==> src/rtl/regfile_pkg.sv <==
// rtl/regfile_pkg.sv - shared defaults and FSM state type for the scrubbed register file
package regfile_pkg;

  localparam int DATA_W_DEF = 32;
  localparam int ADDR_W_DEF = 5;

  typedef enum logic {
    IDLE  = 1'b0,
    SCRUB = 1'b1
  } state_t;

endpackage

==> src/rtl/regfile_cell.sv <==
// rtl/regfile_cell.sv - one storage word: enabled load with synchronous clear
module regfile_cell #(
  parameter int DATA_W = 32
) (
  input  logic              clk,
  input  logic              clr,
  input  logic              en,
  input  logic [DATA_W-1:0] d,
  output logic [DATA_W-1:0] q
);

  // Clear wins over load so a reset cycle never commits a write
  always_ff @(posedge clk) begin
    if (clr) begin
      q <= '0;
    end else if (en) begin
      q <= d;
    end
  end

endmodule

==> src/rtl/regfile_scrub.sv <==
// rtl/regfile_scrub.sv - 2R1W register file with hardware scrub; REGFILE_BYPASS_EN adds write-to-read bypass
module regfile_scrub
  import regfile_pkg::*;
#(
  parameter int DATA_W = DATA_W_DEF,
  parameter int ADDR_W = ADDR_W_DEF
) (
  input  logic              clk,
  input  logic              clr,
  input  logic              wr_valid,
  output logic              wr_ready,
  input  logic [ADDR_W-1:0] wr_addr,
  input  logic [DATA_W-1:0] wr_data,
  input  logic [ADDR_W-1:0] rd_addr_a,
  input  logic [ADDR_W-1:0] rd_addr_b,
  output logic [DATA_W-1:0] rd_data_a,
  output logic [DATA_W-1:0] rd_data_b,
  input  logic              scrub_req,
  output logic              scrub_busy,
  output logic              scrub_done
);

  localparam int                N        = 2 ** ADDR_W;
  localparam logic [ADDR_W-1:0] LAST_IDX = ADDR_W'(N - 1);

  state_t              state;
  state_t              state_nxt;
  logic [ADDR_W-1:0]   scrub_idx;
  logic                wr_fire;
  logic                scrub_last;
  logic [N-1:1]        cell_en;
  logic [DATA_W-1:0]   cell_d;
  logic [DATA_W-1:0]   regs [N];

  assign wr_fire    = wr_valid && wr_ready;
  assign scrub_last = (state == SCRUB) && (scrub_idx == LAST_IDX);

  // FSM state register
  always_ff @(posedge clk) begin
    if (clr) begin
      state <= IDLE;
    end else begin
      state <= state_nxt;
    end
  end

  // FSM next state: a request while scrubbing is dropped, not queued
  always_comb begin
    state_nxt = state;
    unique case (state)
      IDLE:    if (scrub_req) state_nxt = SCRUB;
      SCRUB:   if (scrub_idx == LAST_IDX) state_nxt = IDLE;
      default: state_nxt = IDLE;
    endcase
  end

  // FSM outputs: writes are only taken when idle and not in reset
  always_comb begin
    wr_ready   = (state == IDLE) && !clr;
    scrub_busy = (state == SCRUB);
  end

  // Scrub walker index and the registered completion pulse
  always_ff @(posedge clk) begin
    if (clr) begin
      scrub_idx  <= '0;
      scrub_done <= 1'b0;
    end else begin
      scrub_done <= scrub_last;
      if (state == IDLE && scrub_req) begin
        scrub_idx <= ADDR_W'(1);
      end else if (scrub_last) begin
        scrub_idx <= '0;
      end else if (state == SCRUB) begin
        scrub_idx <= scrub_idx + ADDR_W'(1);
      end
    end
  end

  // One-hot cell enable; scrub shares the write path with data forced to zero
  always_comb begin
    cell_d  = wr_data;
    cell_en = '0;
    for (int i = 1; i < N; i++) begin
      if (state == SCRUB) begin
        cell_en[i] = (scrub_idx == ADDR_W'(i));
      end else begin
        cell_en[i] = wr_fire && (wr_addr == ADDR_W'(i));
      end
    end
    if (state == SCRUB) begin
      cell_d = '0;
    end
  end

  assign regs[0] = '0;

  for (genvar g = 1; g < N; g++) begin : g_cell
    regfile_cell #(
      .DATA_W (DATA_W)
    ) u_cell (
      .clk (clk),
      .clr (clr),
      .en  (cell_en[g]),
      .d   (cell_d),
      .q   (regs[g])
    );
  end

  // Combinational read ports, optionally forwarding the write accepted this cycle
  always_comb begin
    rd_data_a = regs[rd_addr_a];
    rd_data_b = regs[rd_addr_b];
`ifdef REGFILE_BYPASS_EN
    if (wr_fire && wr_addr != '0) begin
      if (rd_addr_a == wr_addr) rd_data_a = wr_data;
      if (rd_addr_b == wr_addr) rd_data_b = wr_data;
    end
`else
`endif
  end

endmodule

==> config.mk <==
export PLATFORM = sky130hd
export DESIGN_NAME = regfile_scrub
export DESIGN_NICKNAME = d
export VERILOG_FILES = /design/src/rtl/regfile_pkg.sv /design/src/rtl/regfile_cell.sv /design/src/rtl/regfile_scrub.sv
export SDC_FILE = /design/constraint.sdc
export NUM_CORES = 2
export LEC_CHECK = 0
export CORE_MARGIN = 4
export CORE_UTILIZATION = 37
export CTS_BUF_LIST = sky130_fd_sc_hd__clkbuf_4
export CTS_CLUSTER_DIAMETER = 120
export DETAILED_ROUTE_END_ITERATION = 6
export GPL_TIMING_DRIVEN = 0
export PLACE_DENSITY = 0.5
export REMOVE_ABC_BUFFERS = 1
export SYNTH_ARGS = -nofsm -noshare
export SYNTH_HDL_FRONTEND = slang
export SYNTH_SLANG_ARGS = --single-unit
==> constraint.sdc <==
create_clock -name clk -period 4.1 [get_ports clk]
set_clock_uncertainty 0.15 [all_clocks]
set_input_delay 0.82 -clock clk [delete_from_list [all_inputs] [get_ports clk]]
set_output_delay 0.82 -clock clk [all_outputs]
set_load 0.05 [all_outputs]
==> summary.txt <==
Status: finished with violations
Failing checks: DRC, setup timing
CTS Buf Count: 303
Crit-path max FO: 71
Most frequent cells in the layout: 1,993 x nand2_1, 1,045 x a21oi_1, 995 x dfxtp_1
Type of the worst setup path: in -> out
CP arrival: 3200 ps
First-pass GRT wire length: 339,000 µm
Max_slew headroom: 0.236
Mux contribution to synthesized area: 0.188
Pre-CTS setup slack: -2220 ps
Drt wl/cell: 27.1 µm
CTS tree: built
RSZ-0062 raised after global routing: yes
Ports: 118
CTS sink cnt: 999
Synth Register Bits: 999
IO Port Bufs: 117
Antenna-violating nets left: 0
Data required time of the worst path: 3130 ps
Period utilisation layout: 1.02
Die W: 384 µm
Crit start category: input pin
Min-delay worst type: in -> reg
Share of cells above drive strength 1: 0.173
Vias in the first global route: 49,500
Post-synthesis sequential area ratio: 0.382
Synthesis warning total: 0
Achievable Freq: 0.240 GHz
Fin nets: 6,708
Area Growth Syn to Fin: 21.6%
Root buf cell: clkbuf_4
Max Slew Vio Count: 0
Clock Latency Late Sink: 1240 ps
Max Cap Violations: 0
Core area: 0.140 mm²
Initial core utilization: 0.374
Largest net degree at the start of global routing: 134
GPL Wtd Cong: 0.814
Final Core Density: 0.455
Initial antenna violation count: 7
Area share of fa/ha/maj cells after synthesis: 0.00143
Post-Syn Area per Cell: 7.91 µm²
Seq. cell area: 0.0200 mm²
Total track usage: 0.308
Longest Clk Path Bufs: 4
Final setup margin: -72.7 ps
Yosys cell types: 39
# fillers: 13,700
Post-DP HPWL: 142,000 µm
Cells after Synth: 6,623
Final hold vios: 0
Via count: 51,600
CP endpoint kind: output port
H-Tree Depth: 5
Clock period minus worst slack: 4170 ps
Residual DRC count: 8
Final Power: 22.2 mW
Total length of routed wires: 236,000 µm
Grt ovf: 0
DRT iter0 DRCs: 5,911
Leading cell type in the layout, fill and taps excluded: nand2_1
Synthesized cell area: 0.0524 mm²
Simple-gate portion of the synthesized area: 0.192
Leak pwr: 22.9 nW
Worst-margin pin slew: 1150 ps
Setup violations, final: 7
Row count: 137
DR pass1 iterations: 7
Xor/xnor share of the synthesized area: 0.000335
Maximum VDD drop: 0.000253 V
Via density: 5.94
Setup tns final: -217 ps
Multi-input gate area: 0.0314 mm²
Die area: 0.148 mm²
Worst-path clk slew: 60 ps
PwrDens: 349 mW/mm²
Compound-Gate Fraction of Synth Area: 0.179
Largest family of logic cells by synthesized area: simple AND/OR/NAND/NOR gates
Die height: 384 µm
cells in the mapped netlist (all sizes together):
| master | instances | share of area |
|---|---|---|
| a2bb2oi | 6 | 0.0010 |
| nand2 | 1995 | 0.14 |
| buf | 270 | 0.028 |
| or3 | 3 | 0.00055 |
| mux2 | 64 | 0.014 |
| mux4 | 64 | 0.028 |
| nor2b | 109 | 0.013 |
| ha | 6 | 0.0014 |
| inv | 3 | 0.00022 |
| nand3 | 197 | 0.019 |
| and2 | 6 | 0.00072 |
| xor2 | 2 | 0.00033 |
| nor3 | 68 | 0.0067 |
| dfxtp | 999 | 0.38 |
| nor2 | 82 | 0.0059 |
| a22oi | 343 | 0.049 |
| or3b | 2 | 0.00033 |
| mux2i | 769 | 0.15 |
| o22a | 1 | 0.00017 |
| a221oi | 64 | 0.011 |
| nand2b | 8 | 0.00096 |
| a31oi | 64 | 0.0076 |
| a21oi | 1059 | 0.10 |
| nand4 | 1 | 0.00012 |
| a211oi | 1 | 0.00014 |
| or2 | 10 | 0.0012 |
| clkbuf | 391 | 0.028 |
| o22ai | 29 | 0.0081 |
| and3 | 5 | 0.00060 |
| nand3b | 2 | 0.00029 |
layout make-up:
type | count | share of cell area
flip-flops and latches | 999 | 0.314
well taps | 1876 | 0.0369
multi-input cells | 4965 | 0.493
inverters | 3 | 0.000177
diodes | 4 | 0.000157
clock inverters | 38 | 0.00265
clock buffers | 423 | 0.0499
repair buffers | 379 | 0.103
flip-flops by register name, indices dropped and copies added, names as in the netlist:
name             flops
scrub_idx            5
scrub_busy           1
g_cell.u_cell.q    992
scrub_done           1
power breakdown:
part	total, mW	switching (mW)	internal (mW)	leakage [nW]
Sequential	9.80	0.0475	9.75	8.05
Clock	9.16	4.44	4.72	2.03
Combinational	3.25	2.21	1.04	12.9
Total	22.2	6.69	15.5	22.9
what timing repair did:
item	CTS	global route
hold buffers	14	0
gates resized for setup	581	62
hold endpoints to repair	118	0
pin swaps	24	11
buffers inserted	32	6
gates cloned	27	0
endpoints found under the setup margin	65	33
logic make-up after synthesis:
logic type | Yosys count
AND/OR/NAND/NOR | 2488
AO/OA/AOI/OAI | 1567
flip-flops | 999
multiplexers | 897
buffers and inverters | 664
adder cells (fa/ha/maj) | 6
XOR/XNOR | 2
per-layer routing:
layer / GRT usage / vias to the layer above / routed length [µm]
li1: - / 23100 / -
met1: 0.409 / 25200 / 97800
met2: 0.484 / 2655 / 106000
met3: 0.0612 / 662 / 21100
met4: 0.140 / 0 / 11100
met5: 0 / - / 0
final timing paths:
kind / startpoint / endpoint / slack [ps] / depth (start not counted)
worst min-delay path: wr_data[20] / g_cell[25].u_cell.q[20]$_SDFFE_PP0P_ / 230 / 4
worst max register to register: scrub_busy$_SDFF_PP0_ / g_cell[15].u_cell.q[17]$_SDFFE_PP0P_ / 480 / 7
worst min register to register: g_cell[7].u_cell.q[18]$_SDFFE_PP0P_ / g_cell[7].u_cell.q[18]$_SDFFE_PP0P_ / 310 / 2
worst max-delay path: rd_addr_b[2] / rd_data_b[16] / -70 / 8
metrics by stage:
stage | std cells | hold slack (ps) | area [µm²]
after floorplan | 5962 | 282 | 49400
after global placement | 7955 | 295 | 52900
after detailed placement | 8143 | 306 | 57700
after CTS | 8677 | 113 | 63400
after global routing | 8684 | 179 | 63700
final | 8687 | 234 | 63700
worst max-delay path, stage by stage:
cell     delay (ps)
buf_8           470
and2_4          300
buf_12          260
buf_16          270
a22oi_1         170
a31oi_4         350
nand3_1         190
buf_2           250
No activity file was read; power rests on OpenSTA's default activity.
